[src/rtl/video_in_pkg.sv]
// Shared types and constants for the video input capture path.
// Latency: n/a (package only).
// Backpressure: n/a (package only).
package video_in_pkg;

  typedef enum logic [1:0] {
    SYNC,
    WAIT_FRAME,
    LINE,
    GAP
  } state_t;

  localparam int PIX_PER_WORD = 4;
  localparam int WORD_W       = 32;

endpackage

[src/rtl/video_edge_sampler.sv]
// Registers the video bus into the clk domain and detects falling edges of clk_in.
// Latency: 1 clk from a clk_in fall to cap; sampled bus is aligned with cap.
// Backpressure: none; free-running sampler.
//
// Ports:
//   clk, nRST         system clock, async active-low reset
//   clk_in            video pixel clock, sampled as data
//   pixel_in, frame_valid, line_valid   raw video bus
//   pix_s, fv_s, lv_s registered copies of the bus
//   cap               one-clk strobe: previous clk_in sample 1, current sample 0
module video_edge_sampler (
  input  logic       clk,
  input  logic       nRST,
  input  logic       clk_in,
  input  logic [7:0] pixel_in,
  input  logic       frame_valid,
  input  logic       line_valid,
  output logic [7:0] pix_s,
  output logic       fv_s,
  output logic       lv_s,
  output logic       cap
);

  logic clk_s;
  logic clk_prev;

  always_ff @(posedge clk or negedge nRST) begin
    if (!nRST) begin
      clk_s    <= 1'b0;
      clk_prev <= 1'b0;
      pix_s    <= '0;
      fv_s     <= 1'b0;
      lv_s     <= 1'b0;
    end else begin
      clk_s    <= clk_in;
      clk_prev <= clk_s;
      pix_s    <= pixel_in;
      fv_s     <= frame_valid;
      lv_s     <= line_valid;
    end
  end

  // The generator launches data on the rising edge of clk_in, so the falling
  // edge lands mid-period where the sampled bus is stable.
  assign cap = clk_prev & ~clk_s;

endmodule

[src/rtl/video_in_capture.sv]
// Captures a pixel/frame_valid/line_valid video bus and packs 4 pixels per 32-bit word.
// Latency: w_en pulses 1 clk after the cap that completes (or flushes) a word.
// Backpressure: none upstream; a word offered while fifo_full=1 is dropped and overflow sticks.
//
// Optional build macro: VIDEO_IN_SIZE_CHECK_EN adds the sticky size_err output.
// Ports:
//   clk, nRST          system clock, async active-low reset
//   clk_in             video pixel clock (sampled as data)
//   pixel_in           8-bit pixel
//   frame_valid        high for the whole frame including line gaps
//   line_valid         high while a line's pixels are valid
//   fifo_full          downstream write FIFO full
//   w_en, w_data       one-clk write strobe and packed word (first pixel in [7:0])
//   frame_start        pulse when the first pixel of a frame is captured
//   frame_done         pulse when frame_valid falls after a frame with pixels
//   overflow           sticky: a word was dropped on fifo_full
//   size_err           (macro only) sticky: line length or line count mismatch
module video_in_capture
  import video_in_pkg::*;
#(
  parameter int p_WIDTH  = 640,
  parameter int p_HEIGHT = 480
) (
  input  logic              clk,
  input  logic              nRST,
  input  logic              clk_in,
  input  logic [7:0]        pixel_in,
  input  logic              frame_valid,
  input  logic              line_valid,
  input  logic              fifo_full,
  output logic              w_en,
  output logic [WORD_W-1:0] w_data,
  output logic              frame_start,
  output logic              frame_done,
  output logic              overflow
`ifdef VIDEO_IN_SIZE_CHECK_EN
  ,
  output logic              size_err
`endif
);

  localparam int SUB_W = $clog2(PIX_PER_WORD);
  localparam logic [SUB_W-1:0] LAST_LANE = SUB_W'(PIX_PER_WORD - 1);

  logic [7:0] pix_s;
  logic       fv_s;
  logic       lv_s;
  logic       cap;

  video_edge_sampler u_sampler (
    .clk         (clk),
    .nRST        (nRST),
    .clk_in      (clk_in),
    .pixel_in    (pixel_in),
    .frame_valid (frame_valid),
    .line_valid  (line_valid),
    .pix_s       (pix_s),
    .fv_s        (fv_s),
    .lv_s        (lv_s),
    .cap         (cap)
  );

  state_t state_q, state_d;

  logic [SUB_W-1:0]  sub_idx;
  logic [WORD_W-1:0] word_q;
  logic [9:0]        pix_cnt;
  logic [8:0]        line_cnt;
  logic              has_pix;   // at least one pixel captured in this frame

  logic take_pix;
  logic line_end;
  logic frame_end;
  logic store;
  logic wr_req;
  logic [WORD_W-1:0] wr_word;

  always_ff @(posedge clk or negedge nRST) begin
    if (!nRST) state_q <= SYNC;
    else       state_q <= state_d;
  end

  always_comb begin
    state_d   = state_q;
    take_pix  = 1'b0;
    line_end  = 1'b0;
    frame_end = 1'b0;
    if (cap) begin
      case (state_q)
        SYNC: begin
          // Never lock onto a frame already in progress.
          if (!fv_s) state_d = WAIT_FRAME;
        end
        WAIT_FRAME: begin
          if (fv_s) begin
            if (lv_s) begin
              take_pix = 1'b1;
              state_d  = LINE;
            end else begin
              state_d  = GAP;
            end
          end
        end
        LINE: begin
          if (!fv_s) begin
            // Frame dropped mid-line: close the line and the frame together.
            line_end  = 1'b1;
            frame_end = 1'b1;
            state_d   = WAIT_FRAME;
          end else if (!lv_s) begin
            line_end  = 1'b1;
            state_d   = GAP;
          end else begin
            take_pix  = 1'b1;
          end
        end
        GAP: begin
          if (!fv_s) begin
            frame_end = 1'b1;
            state_d   = WAIT_FRAME;
          end else if (lv_s) begin
            take_pix  = 1'b1;
            state_d   = LINE;
          end
        end
        default: state_d = SYNC;
      endcase
    end
  end

`ifdef VIDEO_IN_SIZE_CHECK_EN
  logic       over_width;
  logic [8:0] line_cnt_end;

  // Pixels past the expected width are discarded rather than packed.
  assign over_width   = (pix_cnt >= 10'(p_WIDTH));
  assign store        = take_pix & ~over_width;
  assign line_cnt_end = line_end ? (line_cnt + 9'd1) : line_cnt;

  always_ff @(posedge clk or negedge nRST) begin
    if (!nRST) begin
      size_err <= 1'b0;
    end else if ((take_pix && over_width) ||
                 (line_end && (pix_cnt != 10'(p_WIDTH))) ||
                 (frame_end && has_pix && (line_cnt_end != 9'(p_HEIGHT)))) begin
      size_err <= 1'b1;
    end
  end
`else
  assign store = take_pix;

  // Counters only feed the size checks; keep them referenced in this build.
  logic unused_cnt;
  assign unused_cnt = ^{pix_cnt, line_cnt, 10'(p_WIDTH), 9'(p_HEIGHT)};
`endif

  // A word leaves either when lane 3 fills or when a line ends part-way
  // through a word; unwritten lanes are already zero in word_q.
  assign wr_req  = (store && (sub_idx == LAST_LANE)) || (line_end && (sub_idx != '0));
  assign wr_word = store ? (word_q | (WORD_W'(pix_s) << {sub_idx, 3'b000})) : word_q;

  always_ff @(posedge clk or negedge nRST) begin
    if (!nRST) begin
      w_en        <= 1'b0;
      w_data      <= '0;
      frame_start <= 1'b0;
      frame_done  <= 1'b0;
      overflow    <= 1'b0;
      word_q      <= '0;
      sub_idx     <= '0;
      pix_cnt     <= '0;
      line_cnt    <= '0;
      has_pix     <= 1'b0;
    end else begin
      w_en        <= 1'b0;
      frame_start <= 1'b0;
      frame_done  <= 1'b0;

      if (store) begin
        sub_idx     <= sub_idx + 1'b1;
        pix_cnt     <= pix_cnt + 10'd1;
        has_pix     <= 1'b1;
        frame_start <= ~has_pix;
      end

      if (wr_req) begin
        w_data   <= wr_word;
        w_en     <= ~fifo_full;
        overflow <= overflow | fifo_full;
        word_q   <= '0;
      end else if (store) begin
        word_q[{sub_idx, 3'b000} +: 8] <= pix_s;
      end

      if (line_end) begin
        sub_idx  <= '0;
        pix_cnt  <= '0;
        line_cnt <= line_cnt + 9'd1;
      end

      if (frame_end) begin
        line_cnt   <= '0;
        has_pix    <= 1'b0;
        frame_done <= has_pix;
      end
    end
  end

endmodule

[config.mk]
export PLATFORM = sky130hd
export DESIGN_NAME = video_in_capture
export DESIGN_NICKNAME = d
export VERILOG_FILES = /design/src/rtl/video_in_pkg.sv /design/src/rtl/video_edge_sampler.sv /design/src/rtl/video_in_capture.sv
export SDC_FILE = /design/constraint.sdc
export NUM_CORES = 1
export LEC_CHECK = 0
export CAP_MARGIN = 25
export CORE_MARGIN = 2
export CORE_UTILIZATION = 54
export CTS_CLUSTER_DIAMETER = 30
export CTS_CLUSTER_SIZE = 14
export DETAILED_ROUTE_END_ITERATION = 8
export PLACE_DENSITY = 0.91
export SYNTH_ARGS = -nofsm -noshare
export SYNTH_HDL_FRONTEND = slang
export SYNTH_SLANG_ARGS = --single-unit
export TNS_END_PERCENT = 1
[constraint.sdc]
create_clock -name clk -period 3.2 [get_ports clk]
set_input_delay 0.32 -clock clk [delete_from_list [all_inputs] [get_ports clk]]
set_output_delay 0.32 -clock clk [all_outputs]
set_load 0.01 [all_outputs]
==> impl_metrics.yaml, run 1 <==
route:
  drt_iter0_markers: 167
  firstDrtPassIters: 4
  routedWlPerCell_um: 16.5
  num_vias: 2393
  antenna_left: 0
  drt-total-wl_mm: 6.89
  drcViolationCount: 0
  viasPerCell: 5.72
sta:
  worst_pin_slew_ps: 738
  clock_skew_ps: 8.39
  slew_headroom: 0.508
  min_period_ps: 2390
  fmax_mhz: 418
  setup_viol: 0
  rsz0062_at_grt: "no"
  hold_violations: 0
  tns_ps: 0
  finalMaxSlewViolations: 0
  min_period_over_period: 0.748
cts:
  worst_skew_pair.late_latency_ps: 350
  cts_tree: "done"
  cts_resized: 0
  cts_made_buffers: 9
  cts_buffer_depth: 2
  htreeDepth: 3
  clk_pin_slew_ps: 80
  clock-root-buffer: "clkbuf_8"
  cts_setup_buffers: 0
  clkSinkCount: 85
global_route:
  grt_max_degree: 86
  grt_pass1_vias: 2420
  overflow: 0
  track_usage: 0.209
  grt_pass1_wl_mm: 11.9
  antenna_found_initial: 0
critical_path:
  path_cells: "inv_1 -> ha_1 -> a2111oi_2 -> a21o_1 -> buf_4 -> mux2i_1"
  worstPathArrival_ps: 2660
  critPathRequiredTime_ps: 3460
  crit_slowest_cell: "a2111oi_2"
  worstSetupPathType: "flop to flop"
  crit_family: "compound AO/OA/AOI/OAI gates"
  startpoint_type: "flop"
  crit_buf_inv: 2
  critPathCaptureType: "flop"
  cpPeakStageDelay_ps: 660
  crit_fanout: 21
yosys:
  async_flop_share: 1.00
  synthFlopType: "dfrtp_1"
  synth_edf_count: 0
  syn_nets: 299
  ys_ff_latch: 85
  yosys_warnings: 0
  synth_cell_type_count: 34
  netlist_area_mm2: 0.00354
  synthCells: 280
  avgSynthCellArea_um2: 12.7
  yosysSeqAreaShare: 0.600
final_layout:
  layout_commonest_cell: "dfrtp_1"
  final_util: 0.679
  antenna_cells: 0
  areaGrowthSynthToFinish_pct: 21.7
  nets: 355
  final_cell_mix: "dfrtp_1 (85), clkdlybuf4s50_1 (48), inv_1 (36)"
  layout-drive-gt1-share: 0.0938
floorplan:
  rows: 29
  core-area_mm2: 0.00635
  start_util: 0.558
  fp.dieH_um: 85.0
  io-pin-count: 50
  dieArea_mm2: 0.00723
  dieWidth_um: 85.0
hold_path:
  hold_path.class: "primary input to asynchronous set/reset pin"
place:
  gp_congestion: 0.747
  dp_hpwl_mm: 4.70
  port-buffer-count: 49
power_and_ir_drop:
  irDropWorstVdd_uv: 324
  power.density_mw_per_mm2: 603
  power_leakage_uw: 0.00185
outcome:
  status: "completed"
flow_run:
  drv_cap: 0
per-stage QoR:
step / std cells / hold WS (ps) / cell area [um2] / power [uW] / worst slack [ps]
final: 418 / 376 / 4310 / 2600 / 807
after global routing: 418 / 384 / 4310 / 2730 / 632
after CTS: 416 / 184 / 4280 / 2610 / 810
after detailed placement: 400 / 386 / 4060 / 1790 / 810
after global placement: 400 / 373 / 4060 / 1770 / 956
after floorplan: 280 / 24.4 / 3540 / 1590 / 926
power by group:
| part | internal [uW] | total, uW | switching [uW] |
|---|---|---|---|
| Clock | 464 | 824 | 360 |
| Sequential | 1180 | 1250 | 74.1 |
| Combinational | 241 | 526 | 285 |
sequential cells by signal, summed over array words and instances (netlist names):
register and count:
w_data 32, word_q 32, u_sampler.pix_s 8, state_q 2
sub_idx 2, frame_done 1, frame_start 1, has_pix 1
overflow 1, u_sampler.clk_prev 1, u_sampler.clk_s 1, u_sampler.fv_s 1
u_sampler.lv_s 1, w_en 1
cells by family (layout without fill, tap and decap cells):
logic type,after synthesis,in the layout,share of synthesized area
DFF,85,85,0.600
AOI/OAI and AO/OA,71,71,0.142
buffers and inverters,47,108,0.0685
and+or+nand+nor,40,40,0.0819
muxes,32,32,0.0904
adders and majority gates,5,5,0.0176
synth_stat cells (2+ instances only):
library cell	count	area (um2)
a32o_1	8	80.1
buf_6	2	22.5
nor2b_1	8	50.1
buf_12	3	60.1
nor2_1	6	22.5
mux2i_1	32	320
ha_1	5	62.6
clkbuf_1	3	11.3
buf_2	2	10.0
dfrtp_1	85	2130
nand2_1	3	11.3
nor3_2	2	20.0
a22o_1	16	140
inv_1	36	135
and2_1	8	50.1
a31oi_1	16	100
a21oi_1	24	120
a21o_1	2	15.0
or2_2	4	25.0
final timing paths:
path                            startpoint            endpoint  slack [ps]  cells past startpoint
hold / removal                        nRST          w_data[31]         380                      2
setup / recovery                sub_idx[1]          w_data[12]         810                      6
max in group asynchronous             nRST           w_data[3]        2230                      3
hold reg to reg            u_sampler.clk_s  u_sampler.clk_prev         410                      0
min in group clk               pixel_in[5]  u_sampler.pix_s[5]         400                      1
setup reg to reg                sub_idx[1]          w_data[12]         810                      6
layout make-up:
| class | count | area [um2] |
|---|---|---|
| clock inverter | 3 | 68.8 |
| sequential | 85 | 2130 |
| clock buffer | 13 | 149 |
| timing repair buffer | 56 | 563 |
| multi-input combinational | 148 | 1170 |
| inverter | 36 | 135 |
| fill | 445 | 2040 |
| tap | 77 | 96.3 |
metal layers:
metal  part of all wire  global-route usage
met5                  0                   0
met4              0.018              0.0779
met3              0.055              0.0331
met2               0.49               0.332
met1               0.44               0.295
what timing repair did:
action                                 4_1_cts  5_1_grt
endpoints found under the hold margin        0       17
hold buffers                                 0        1
setup endpoints to repair                    0        0
Note: power is estimated with default switching activity, not from simulation.
==> run 2, diff against run 1 <==
==> constraint.sdc (replaced) <==
create_clock -name clk -period 2.3 [get_ports clk]
set_input_delay 0.23 -clock clk [delete_from_list [all_inputs] [get_ports clk]]
set_output_delay 0.23 -clock clk [all_outputs]
set_load 0.01 [all_outputs]
==> run 2 against run 1 <==
Net effect:
- register-to-register slack lost 660 ps
- clock skew grew 1.3 ps
- sequential share of layout area grew 0.057 points
- setup slack lost 660 ps
- routed wire length grew 3.5%
- critical path type unchanged
- critical endpoint is now w_data[7]
- largest cell class unchanged
==> impl_metrics.yaml, run 2 (synthesis gave the netlist of run 1 again) <==
outcome:
  status: "completed"
critical_path:
  reg2regPathDepth: 7
  startpoint: "sub_idx[1]"
  r2r_start: "sub_idx[1]"
  critPathRequiredTime_ps: 2580
  worstSetupPathType: "flop to flop"
  crit_fanout: 12
  worstPathArrival_ps: 2430
  startpoint_type: "flop"
  critPathCaptureType: "flop"
global_route:
  track_usage: 0.212
  grt_max_degree: 48
  overflow: 0
  grt_pass1_vias: 2417
  grt_pass1_wl_mm: 11.9
  antenna_found_initial: 0
sta:
  slew_headroom: 0.643
  min_period_over_period: 0.935
  clock_skew_ps: 9.72
  worst_pin_slew_ps: 533
  rsz0062_at_grt: "no"
  setup_viol: 0
  finalMaxSlewViolations: 0
  tns_ps: 0
  hold_violations: 0
  fmax_mhz: 465
  min_period_ps: 2150
  fin_ws_ps: 149
power_and_ir_drop:
  power.density_mw_per_mm2: 798
  switching_share: 0.309
  power_frac_seq: 0.505
  switchingPower_uw: 1060
  comb_power_share: 0.220
  clkPwrFrac: 0.275
  irDropWorstVdd_uv: 512
  power_leakage_uw: 0.00185
  p_int_uw: 2380
final_layout:
  layout_commonest_cell: "dfrtp_1"
  layout-drive-gt1-share: 0.118
  reg_top3: "w_data x32, word_q x32, u_sampler.pix_s x8"
  antenna_cells: 0
  fillers: 450
  areaGrowthSynthToFinish_pct: 21.6
  final_cell_mix: "dfrtp_1 (85), clkdlybuf4s50_1 (48), inv_1 (36)"
  nets: 361
route:
  num_vias: 2384
  drcViolationCount: 0
  drt-total-wl_mm: 7.13
  viasPerCell: 5.62
  antenna_left: 0
  routedWlPerCell_um: 16.8
  firstDrtPassIters: 7
  drt_iter0_markers: 128
cts:
  cts_buffer_depth: 2
  htreeDepth: 3
  cts_made_buffers: 9
  ctsHoldBuffers: 1
  clkSinkCount: 85
  cts_setup_buffers: 0
  worst_skew_pair.late_latency_ps: 360
  cts_resized: 0
  cts_tree: "done"
  clk_pin_slew_ps: 90
  clock-root-buffer: "clkbuf_8"
place:
  dp_hpwl_mm: 4.82
  gp_congestion: 0.802
  port-buffer-count: 49
  pre_cts_slack_ps: 220
floorplan:
  rows: 29
  dieWidth_um: 85.0
  fp.dieH_um: 85.0
  core-area_mm2: 0.00635
  dieArea_mm2: 0.00723
  io-pin-count: 50
  start_util: 0.558
hold_path:
  hold_path.class: "primary input to flop"
  hold_depth: 1
  worstHoldStart: "pixel_in[0]"
flow_run:
  drv_cap: 0
==> run 2: changes by cell type in the layout (fill, tap and decap cells not counted), sizes merged <==
cell / delta
clkbuf: -4
buf: +6
clkinvlp: +2
clkinv: +3
bufinv: -2
inv: +1
==> run 2: area by class of cell <==
type                            instances  area, um2  share of cell area
Timing Repair Buffer                   62        601               0.139
Inverter                               36        135              0.0314
Clock inverter                          7       51.3              0.0119
Tap cell                               77       96.3              0.0224
Multi-Input combinational cell        148       1170               0.273
Sequential cell                        85       2130               0.494
Clock buffer                            9        124              0.0287
==> run 2: power by group through the flow <==
stage | clock network, uW | registers, uW | logic (uW)
6_report | 946 | 1740 | 756
5_1_grt | 1030 | 1760 | 818
4_1_cts | 970 | 1740 | 754
3_3_place_gp | 0 | 1750 | 723
3_5_place_dp | 0 | 1770 | 747
2_1_floorplan | 0 | 1790 | 423
==> run 2: path summary, 6_finish.rpt <==
path / end / slack (ps)
min: u_sampler.pix_s[0] / 290
max reg2reg: w_data[7] / 150
min in group asynchronous: u_sampler.clk_s / 370
max in group asynchronous: w_data[23] / 1330
max: w_data[7] / 150
min reg2reg: u_sampler.clk_prev / 410
==> run 2: critical path: stages (launching register included) <==
cell,delay (ps)
dfrtp_1,440
inv_1,130
ha_1,280
a2111oi_2,400
buf_4,200
a21o_1,140
buf_4,250
mux2i_1,230
==> run 2: stage by stage <==
stage / hold WS [ps] / total power, uW / cells / area, um2 / util
global route: 290 / 3610 / 424 / 4310 / 0.679
finish: 293 / 3440 / 424 / 4310 / 0.679
floorplan: -65.6 / 2210 / 280 / 3540 / -
global placement: 222 / 2480 / 407 / 4120 / 0.649
CTS: 282 / 3460 / 424 / 4310 / 0.679
detailed placement: 231 / 2510 / 407 / 4120 / 0.649
==> run 2: per-layer routing <==
metal  share of wire  global-route usage
met2            0.49               0.322
met5               0                   0
met3           0.062              0.0623
met4           0.015              0.0866
met1            0.44               0.289
==> run 3, diff against run 2 <==
--- a/config.mk
+++ b/config.mk
@@ -5,7 +5,7 @@
 export SDC_FILE = /design/constraint.sdc
 export NUM_CORES = 1
 export LEC_CHECK = 0
-export CAP_MARGIN = 25
+export CAP_MARGIN = 10
 export CORE_MARGIN = 2
 export CORE_UTILIZATION = 54
 export CTS_CLUSTER_DIAMETER = 30
==> results of run 3 <==
No change in the layout: final DEF, timing and power equal those of run 2.
